--- src/rtl/comm_pkg.sv ---
// comm_pkg: shared types and constants for the copter comm master.
//   frm_state_t : frame FSM states (3-byte command frame)
//   rx_state_t  : UART receiver states
//   FRAME_BYTES : bytes per command frame (cmd, data_hi, data_lo)
package comm_pkg;

  localparam int unsigned FRAME_BYTES = 3;
  // Start bit + 8 data bits + stop bit.
  localparam int unsigned UART_BITS   = 10;
  localparam int unsigned BIT_CNT_W   = 4;

  typedef enum logic [1:0] {
    IDLE     = 2'd0,
    BYTE_HI  = 2'd1,
    BYTE_MID = 2'd2,
    BYTE_LO  = 2'd3
  } frm_state_t;

  typedef enum logic {
    RX_IDLE = 1'b0,
    RX_RECV = 1'b1
  } rx_state_t;

endpackage

--- src/rtl/comm_master_uart_tx.sv ---
// uart_tx: 8N1 byte serializer, BAUD_DIV clocks per bit (BAUD_DIV >= 2).
//   clk, rst_n : clock, async active-low reset
//   tx_data    : byte to send, sampled when trmt is accepted
//   trmt       : start request; accepted when idle or in the last stop-bit cycle
//   TX         : registered serial output, idle high
//   tx_done    : registered pulse high during the final cycle of the stop bit,
//                so a caller can chain the next byte with no idle gap
module uart_tx
  import comm_pkg::*;
#(
  parameter int unsigned BAUD_DIV = 2604
) (
  input  logic       clk,
  input  logic       rst_n,
  input  logic [7:0] tx_data,
  input  logic       trmt,
  output logic       TX,
  output logic       tx_done
);

  localparam int unsigned CNT_W = (BAUD_DIV > 1) ? $clog2(BAUD_DIV) : 1;

  logic                 busy;
  logic [CNT_W-1:0]     baud_cnt;
  logic [BIT_CNT_W-1:0] bit_cnt;
  logic [8:0]           shft;
  logic                 bit_end_c;
  logic                 last_c;
  logic                 load_c;

  assign bit_end_c = busy && (baud_cnt == CNT_W'(BAUD_DIV - 1));
  assign last_c    = bit_end_c && (bit_cnt == BIT_CNT_W'(UART_BITS - 1));
  assign load_c    = trmt && (!busy || last_c);

  // Serializer: TX drives the start bit on load, then shifts data and stop bit out.
  always_ff @(posedge clk or negedge rst_n) begin
    if (!rst_n) begin
      busy     <= 1'b0;
      baud_cnt <= '0;
      bit_cnt  <= '0;
      shft     <= '1;
      TX       <= 1'b1;
      tx_done  <= 1'b0;
    end else begin
      tx_done <= busy && (bit_cnt == BIT_CNT_W'(UART_BITS - 1)) &&
                 (baud_cnt == CNT_W'(BAUD_DIV - 2));
      if (load_c) begin
        busy     <= 1'b1;
        baud_cnt <= '0;
        bit_cnt  <= '0;
        shft     <= {1'b1, tx_data};
        TX       <= 1'b0;
      end else if (last_c) begin
        busy     <= 1'b0;
        baud_cnt <= '0;
        bit_cnt  <= '0;
        TX       <= 1'b1;
      end else if (bit_end_c) begin
        baud_cnt <= '0;
        bit_cnt  <= bit_cnt + BIT_CNT_W'(1);
        TX       <= shft[0];
        shft     <= {1'b1, shft[8:1]};
      end else if (busy) begin
        baud_cnt <= baud_cnt + CNT_W'(1);
      end
    end
  end

endmodule

--- src/rtl/comm_master.sv ---
// comm_master: sends 3-byte command frames (cmd, data[15:8], data[7:0]) over
// UART TX and receives single response bytes on RX, full duplex.
//   clk, rst_n          : clock, async active-low reset
//   cmd, data, snd_cmd  : frame contents and one-cycle send request
//   TX, frm_snt         : serial out; high once the whole frame is out
//   RX                  : asynchronous serial in
//   resp, resp_rdy      : last received byte and its ready flag
//   clr_resp_rdy        : knocks down resp_rdy
// Build option: define COMM_MASTER_FRAME_ERR_EN to discard received bytes
// whose stop-bit sample is 0.
module comm_master
  import comm_pkg::*;
#(
  parameter int unsigned BAUD_DIV = 2604
) (
  input  logic        clk,
  input  logic        rst_n,
  input  logic [7:0]  cmd,
  input  logic [15:0] data,
  input  logic        snd_cmd,
  output logic        TX,
  input  logic        RX,
  output logic        frm_snt,
  output logic [7:0]  resp,
  output logic        resp_rdy,
  input  logic        clr_resp_rdy
);

  localparam int unsigned CNT_W = (BAUD_DIV > 1) ? $clog2(BAUD_DIV) : 1;
  localparam int unsigned HALF  = BAUD_DIV / 2;

  // ---------------- transmit frame ----------------
  frm_state_t  state_q, state_nxt;
  logic [7:0]  cmd_q;
  logic [15:0] data_q;
  logic        trmt_c;
  logic [7:0]  tx_byte_c;
  logic        tx_done;
  logic        accept_c;

  assign accept_c = (state_q == IDLE) && snd_cmd;

  uart_tx #(.BAUD_DIV(BAUD_DIV)) u_tx (
    .clk     (clk),
    .rst_n   (rst_n),
    .tx_data (tx_byte_c),
    .trmt    (trmt_c),
    .TX      (TX),
    .tx_done (tx_done)
  );

  // Frame state register.
  always_ff @(posedge clk or negedge rst_n) begin
    if (!rst_n) state_q <= IDLE;
    else        state_q <= state_nxt;
  end

  // Next state and byte hand-off; the first byte comes straight from cmd so the
  // start bit begins the cycle after the request.
  always_comb begin
    state_nxt = state_q;
    trmt_c    = 1'b0;
    tx_byte_c = cmd_q;
    case (state_q)
      IDLE: begin
        if (snd_cmd) begin
          state_nxt = BYTE_HI;
          trmt_c    = 1'b1;
          tx_byte_c = cmd;
        end
      end
      BYTE_HI: begin
        if (tx_done) begin
          state_nxt = BYTE_MID;
          trmt_c    = 1'b1;
          tx_byte_c = data_q[15:8];
        end
      end
      BYTE_MID: begin
        if (tx_done) begin
          state_nxt = BYTE_LO;
          trmt_c    = 1'b1;
          tx_byte_c = data_q[7:0];
        end
      end
      BYTE_LO: begin
        if (tx_done) state_nxt = IDLE;
      end
      default: state_nxt = IDLE;
    endcase
  end

  // Holding registers and frame-sent flag.
  always_ff @(posedge clk or negedge rst_n) begin
    if (!rst_n) begin
      cmd_q   <= '0;
      data_q  <= '0;
      frm_snt <= 1'b0;
    end else begin
      if (accept_c) begin
        cmd_q   <= cmd;
        data_q  <= data;
        frm_snt <= 1'b0;
      end else if ((state_q == BYTE_LO) && tx_done) begin
        frm_snt <= 1'b1;
      end
    end
  end

  // ---------------- receiver ----------------
  rx_state_t            rx_state_q, rx_state_nxt;
  logic                 rx_ff1, rx_s, rx_prev;
  logic [CNT_W-1:0]     rx_baud;
  logic [BIT_CNT_W-1:0] rx_bit;
  logic [7:0]           rx_shft;
  logic                 start_c, samp_c, abort_c, stop_c, byte_ok_c;

  assign start_c = (rx_state_q == RX_IDLE) && rx_prev && !rx_s;
  assign samp_c  = (rx_state_q == RX_RECV) && (rx_baud == CNT_W'(HALF - 1));
  assign abort_c = samp_c && (rx_bit == '0) && rx_s;
  assign stop_c  = samp_c && (rx_bit == BIT_CNT_W'(UART_BITS - 1));

`ifdef COMM_MASTER_FRAME_ERR_EN
  assign byte_ok_c = stop_c && rx_s;
`else
  assign byte_ok_c = stop_c;
`endif

  // Receiver state register.
  always_ff @(posedge clk or negedge rst_n) begin
    if (!rst_n) rx_state_q <= RX_IDLE;
    else        rx_state_q <= rx_state_nxt;
  end

  // Receiver next state: a false start or the stop sample returns to idle.
  always_comb begin
    rx_state_nxt = rx_state_q;
    case (rx_state_q)
      RX_IDLE: if (start_c) rx_state_nxt = RX_RECV;
      RX_RECV: if (abort_c || stop_c) rx_state_nxt = RX_IDLE;
      default: rx_state_nxt = RX_IDLE;
    endcase
  end

  // Synchronizer, bit timing, shift register and response outputs.
  always_ff @(posedge clk or negedge rst_n) begin
    if (!rst_n) begin
      rx_ff1   <= 1'b1;
      rx_s     <= 1'b1;
      rx_prev  <= 1'b1;
      rx_baud  <= '0;
      rx_bit   <= '0;
      rx_shft  <= '0;
      resp     <= '0;
      resp_rdy <= 1'b0;
    end else begin
      rx_ff1  <= RX;
      rx_s    <= rx_ff1;
      rx_prev <= rx_s;
      if (start_c) begin
        rx_baud <= '0;
        rx_bit  <= '0;
      end else if (rx_state_q == RX_RECV) begin
        rx_baud <= (rx_baud == CNT_W'(BAUD_DIV - 1)) ? '0 : rx_baud + CNT_W'(1);
        if (samp_c) rx_bit <= rx_bit + BIT_CNT_W'(1);
      end
      // Only data-bit samples enter the shifter (LSB arrives first).
      if (samp_c && (rx_bit != '0) && !stop_c) rx_shft <= {rx_s, rx_shft[7:1]};
      if (byte_ok_c) resp <= rx_shft;
      // Set has priority over either clear source.
      if (byte_ok_c)                    resp_rdy <= 1'b1;
      else if (clr_resp_rdy || start_c) resp_rdy <= 1'b0;
    end
  end

endmodule

--- config.mk ---
export PLATFORM = sky130hd
export DESIGN_NAME = comm_master
export DESIGN_NICKNAME = d
export VERILOG_FILES = /design/src/rtl/comm_pkg.sv /design/src/rtl/comm_master_uart_tx.sv /design/src/rtl/comm_master.sv
export SDC_FILE = /design/constraint.sdc
export NUM_CORES = 1
export LEC_CHECK = 0
export BUFFER_PORTS_ARGS = -buffer_cell sky130_fd_sc_hd__buf_2
export CAP_MARGIN = 15
export CELL_PAD_IN_SITES_DETAIL_PLACEMENT = 1
export CELL_PAD_IN_SITES_GLOBAL_PLACEMENT = 1
export CORE_MARGIN = 1
export CORE_UTILIZATION = 30
export DETAILED_ROUTE_END_ITERATION = 10
export PLACE_DENSITY_LB_ADDON = 0.1
export REMOVE_ABC_BUFFERS = 1
export SYNTH_ARGS = -nofsm -noshare
export SYNTH_HDL_FRONTEND = slang
export SYNTH_SLANG_ARGS = --single-unit
--- constraint.sdc ---
create_clock -name clk -period 3 [get_ports clk]
set_input_delay 0.45 -clock clk [delete_from_list [all_inputs] [get_ports clk]]
set_output_delay 0.45 -clock clk [all_outputs]
set_load 0.1 [all_outputs]
Word-level counts from Yosys, hierarchy flattened --
Index checks and enable logic that the tools add are counted.
Storage, ports and cells: bits in registers 92, bits of input ports 29, output and inout port bits 11, logic and storage cells 114
Operators by class: add/sub/neg operators 4, equality and inequality tests 14, mux-type cells 40, bitwise logic cells 1, reductions and logical operators 36
Operators with widths (number):
- 12-bit two-way mux | 7
- 12-bit equality test, second input constant | 3
- 9-bit two-way mux | 3
- 12-bit by 1-bit adder with 12-bit output, second input constant | 2
- 4-bit two-way mux | 6
- 8-bit two-way mux | 3
- 8-bit one-hot mux with 3 select lines | 1
- 1-bit logical AND | 15
- 1-bit two-way mux | 13
- 12-bit by 11-bit equality test with 1-bit output, second input constant | 1
- 2-bit nonzero test | 6
- 4-bit by 1-bit adder with 4-bit output, second input constant | 2
- 4-bit equality test, second input constant | 2
- 2-bit two-way mux | 4
- 2-bit one-hot mux with 4 select lines | 1
- 4-bit nonzero test | 2
- 2-bit by 1-bit inequality test with 1-bit output, second input constant | 3
- 2-bit equality test, second input constant | 2
- 4-bit zero test | 1
- 2-bit inequality test, second input constant | 2
- 1-bit one-hot mux with 2 select lines | 2
- 2-bit AND reduction | 2
- 4-bit AND reduction | 1
- 1-bit zero test | 3
- 6 further kinds | 8

Logic depth before layout (Yosys ltp) --
depth after elaboration 7, gate-level depth with buffers 8, gate-level depth less buffers 7

Hierarchy --
A second synthesis with hierarchy kept.
Second synthesis, totals: cells, all modules 438, area, all modules 4833.4 um^2
By module, submodules not included:
- comm_master | instances 1, cells an instance 273, area an instance 3260.6 um^2, sequential area each 1605.3 um^2
- uart_tx | instances 1, cells an instance 165, area an instance 1572.8 um^2, sequential area each 686.9 um^2

Worst setup path before layout --
No wires, ideal clock.
path type reg-to-reg, from reg u_tx.baud_cnt[7], to reg u_tx.shft[0], setup time 91 ps, arrival time 2123 ps, required time 2909 ps, slack 786 ps, cell stages (with the launch flop) 7, cells stage by stage dfrtp_1 > or4b_4 > or4_4 > a21boi_2 > buf_6 > nor2_1 > o31ai_1
Between the ends: word-level cells in the longest chain between the ends 7, elaborated cells between the ends (all ways) 9, those cells by class eq/ne: 2; mux: 1; reduce/logical: 6
RTL lines:
- start: declaration | RTL line comm_master_uart_tx.sv:24 | logic [CNT_W-1:0] baud_cnt;
- start signal: assignment | RTL line comm_master_uart_tx.sv:64 | baud_cnt <= baud_cnt + CNT_W'(1);
- 12-bit equality test (*) | RTL line comm_master_uart_tx.sv:31 | assign bit_end_c = busy && (baud_cnt == CNT_W'(BAUD_DIV - 1));
- 1-bit logical AND (*) | RTL line comm_master_uart_tx.sv:31
- 1-bit logical AND | RTL line comm_master_uart_tx.sv:32 | assign last_c = bit_end_c && (bit_cnt == BIT_CNT_W'(UART_BITS - 1));
- 1-bit logical OR | RTL line comm_master_uart_tx.sv:33 | assign load_c = trmt && (!busy || last_c);
- 1-bit logical AND | RTL line comm_master_uart_tx.sv:33
- 2-bit inequality test (no line) / 2-bit nonzero test (equally long branches)
- 2-bit AND reduction (no line)
- end signal: assignment | RTL line comm_master_uart_tx.sv:51 | shft <= {1'b1, tx_data};
- end signal: assignment | RTL line comm_master_uart_tx.sv:62 | shft <= {1'b1, shft[8:1]};
- end: declaration | RTL line comm_master_uart_tx.sv:26 | logic [8:0] shft;
Every way passes the cells marked *; elsewhere a longest branch is shown, timed or not. A chain may end at the register's enable or synchronous reset.

Worst setup path in the final report --
from reg u_tx.baud_cnt[7], to reg u_tx.shft[3]
Same word-level chain as after synthesis.

==> impl_metrics.csv <==
group,metric,value,unit
outcome,outcome,"finished, final reports clean",
floorplan,num_rows,44,
logic_synthesis,synth_top_family_by_area,"simple AND/OR/NAND/NOR gates",
clock_tree,cts_setup_buffers,0,
grt,grt_use_total,15.5,%
power,vdd_drop_max,0.000283,V
drt,first_pass_iters,4,
logic_synthesis,synth_area,4450,um2
grt,grt-ovfl-total,0,
floorplan,die_area,15300,um2
clock_tree,insertion_delay,0.35,ns
drt,ant_nets,0,
worst_setup_path,arrival,2.82,ns
floorplan,initial_core_util,30.6,%
drt,drcViolationCount,0,
logic_synthesis,postSynthCellCount,454,
worst_setup_path,cp_max_fo,13,
sta,fin_crit_sh,85.6,%
power,p_leak,0.00250,uW
clock_tree,postCtsResizedCells,0,
logic_synthesis,ys_types,55,
place,gp_congestion,0.762,
logic_synthesis,ys_ff_latch,91,
grt,grt_max_degree,52,
logic_synthesis,synth-compound-area-share,11.2,%
logic_synthesis,yosys.area_share.xor_xnor,2.95,%
run,drv_cap,0,
power,p_int,2080,uW
floorplan,core-area,14500,um2
worst_setup_path,required,3.25,ns
grt,grt_pass1_vias,3482,
logic_synthesis,synth_top_area_share,44.4,%
hold_path,worst_hold_path_type,"in2async",
worst_setup_path,slowest_stage,"or4b_4",
drt,wl_per_cell,15.5,um
logic_synthesis,synthFlopType,"dfrtp_1",
logic_synthesis,synth_fa_ha_area_share,3.93,%
clock_tree,cts_buffer_depth,2,
worst_setup_path,critPathCaptureType,"register",
power,comb_power_share,6.0,%
sta,finalSetupTns,0,ns
floorplan,fp.dieH,124,um
sta,hold_viol,0,
final_layout,layout.cells.most_common,"nand2_1",
floorplan,die_x,124,um
place,io_buffers,39,
logic_synthesis,synth_edf_count,0,
sta,fin_skew,0.00840,ns
final_layout,drive_above_1_share,19.8,%
sta,rsz0062_at_grt,"false",
power,swShare,24.3,%
final_layout,fin_nets,537,
final_layout,num_antenna_cells,0,
clock_tree,cts_tree,"yes",
sta,period_minus_slack,2.57,ns
final_layout,fillCellCount,1687,
drt,vias_per_cell,4.87,
sta,finalSetupViolations,0,
power,seqPwrFrac,49.0,%
worst_setup_path,reg2reg_slack,0.43,ns
logic_synthesis,synthTopCellsByArea,"dfrtp_1, nand2_1, dfstp_2",
final_layout,syn_to_final_growth,16.5,%
grt,grt_first_pass_wirelength,17.9,mm
sta,layout_setup_ws,0.433,ns
floorplan,pin_count,40,
clock_tree,clock-root-buffer,"clkbuf_16",
logic_synthesis,muxShareOfSynthArea,5.45,%
worst_setup_path,crit_buf_inv,0,
clock_tree,numCtsBuffers,9,
grt,antenna_found_initial,0,
place,pre_cts_ws,0.434,ns
clock_tree,cts.sinks,91,
sta,fmax,0.390,GHz
worst_setup_path,path_cells,"or4b_4 > or4_4 > a21boi_2 > nor2_1 > o31ai_1",
sta,worst_pin_slew,0.993,ns
power,switchingPower,667,uW
logic_synthesis,synth.largest_area_cell,"dfrtp_1",
drt,drt_iter0_markers,188,
power,p_per_area,529,nW/um2
logic_synthesis,synth-simple-area-share,22.2,%
logic_synthesis,ys_warn_count,0,
power,p_clk_share,45.1,%
final_layout,final_cell_mix,"nand2_1, dfrtp_1, buf_2",
worst_setup_path,max_stage_delay,0.60,ns
worst_setup_path,crit_type,"reg2reg",
logic_synthesis,ys_seq_area_share,51.5,%
sta,slew_violations,0,
logic_synthesis,syn_avg_cell_area,9.81,um2
drt,vias,3325,
place,dp_hpwl,7.33,mm
worst_setup_path,cp-start-kind,"register",
clock_tree,clkTransAtPathRegs,0.07,ns
clock_tree,ctsHoldBuffers,0,
worst_setup_path,crit_family,"simple AND/OR/NAND/NOR gates",
drt,wirelength,10.6,mm
sta,relSlewSlack,33.4,%
clock_tree,htreeDepth,3,
logic_synthesis,async_flop_share,100,%
==> worst paths after layout <==
kind | cells after the start | endpoint | startpoint
setup / recovery | 5 | u_tx.shft[3]$_DFFE_PN1P_ | u_tx.baud_cnt[7]$_DFFE_PN0P_
hold / removal | 1 | u_tx.bit_cnt[2]$_DFFE_PN0P_ | rst_n
max in group asynchronous | 2 | u_tx.shft[3]$_DFFE_PN1P_ | rst_n
min in group clk | 1 | rx_ff1$_DFF_PN1_ | RX
setup reg to reg | 5 | u_tx.shft[3]$_DFFE_PN1P_ | u_tx.baud_cnt[7]$_DFFE_PN0P_
hold reg to reg | 0 | rx_s$_DFF_PN1_ | rx_ff1$_DFF_PN1_
==> kinds of logic after synthesis <==
| kind of cell | count (synthesis) |
|---|---|
| AND/OR/NAND/NOR | 209 |
| flip-flops | 91 |
| AO/OA/AOI/OAI | 72 |
| buffers and inverters | 31 |
| multiplexers | 22 |
| XOR/XNOR | 15 |
| adder cells (fa/ha/maj) | 14 |
==> flip-flops by register name (all words and copies together) (netlist names), 2 cells and up <==
register       count
data_q            16
rx_baud           12
rx_shft            8
u_tx.shft          8
u_tx.bit_cnt       4
state_q            2
u_tx.baud_cnt     12
resp               8
cmd_q              8
rx_bit             4
==> cell type report <==
class	instances	area, um2	area share (%)
flip-flops and latches	91	2290	44.2
multi-input cells	332	2040	39.2
repair buffers	46	263	5.06
well taps	184	230	4.43
clock buffers	10	229	4.41
clock inverters	6	88.8	1.71
inverters	14	52.6	1.01
==> Yosys cell counts (2+ instances only) <==
library cell	number
nor2_1	31
o22ai_1	2
clkbuf_1	13
nand3b_1	3
nor3_1	4
nor4bb_1	3
nand4_1	10
a222oi_1	5
dfstp_2	12
nor4_1	3
nand2_1	107
dfrtp_1	79
nand3_1	14
and2_1	5
or3_1	2
mux2_2	18
ha_1	14
a22o_1	3
a22oi_1	3
nand2b_1	7
o21ai_1	4
mux2i_1	4
a21oi_1	10
inv_1	14
o31ai_1	7
o21ai_0	25
xor2_1	12
and3_1	11
xnor2_1	3
==> per-layer routing <==
layer	up-vias	GRT usage, %	share of wire [%]
li1	1651	-	-
met1	1627	20.8	50
met2	36	24.3	46
met3	11	2.61	2.1
met4	0	7.00	1.8
met5	-	0	0
==> stage by stage <==
stage	hold WS (ns)	cell area (um2)	std cells	total power, uW	utilization, %
2_1_floorplan	0.154	4380	437	1430	-
3_3_place_gp	0.346	4870	667	1520	33.5
3_5_place_dp	0.347	4870	667	1530	33.5
4_1_cts	0.112	5190	683	2800	35.7
5_1_grt	0.133	5190	683	2880	35.7
6_report	0.0869	5190	683	2740	35.7
==> power by group through the flow <==
stage / registers, uW / clock network, uW / logic, uW
detailed placement: 1360 / 0 / 168
CTS: 1340 / 1290 / 170
finish: 1340 / 1240 / 164
floorplan: 1340 / 0 / 92.3
global route: 1350 / 1340 / 192
global placement: 1360 / 0 / 160
==> worst register-to-register path: stages, from the launching register on <==
cell and delay, ns:
dfrtp_1 0.46, or4b_4 0.60, or4_4 0.57, a21boi_2 0.49, nor2_1 0.09, o31ai_1 0.27
(Power assumes the default switching activity.)
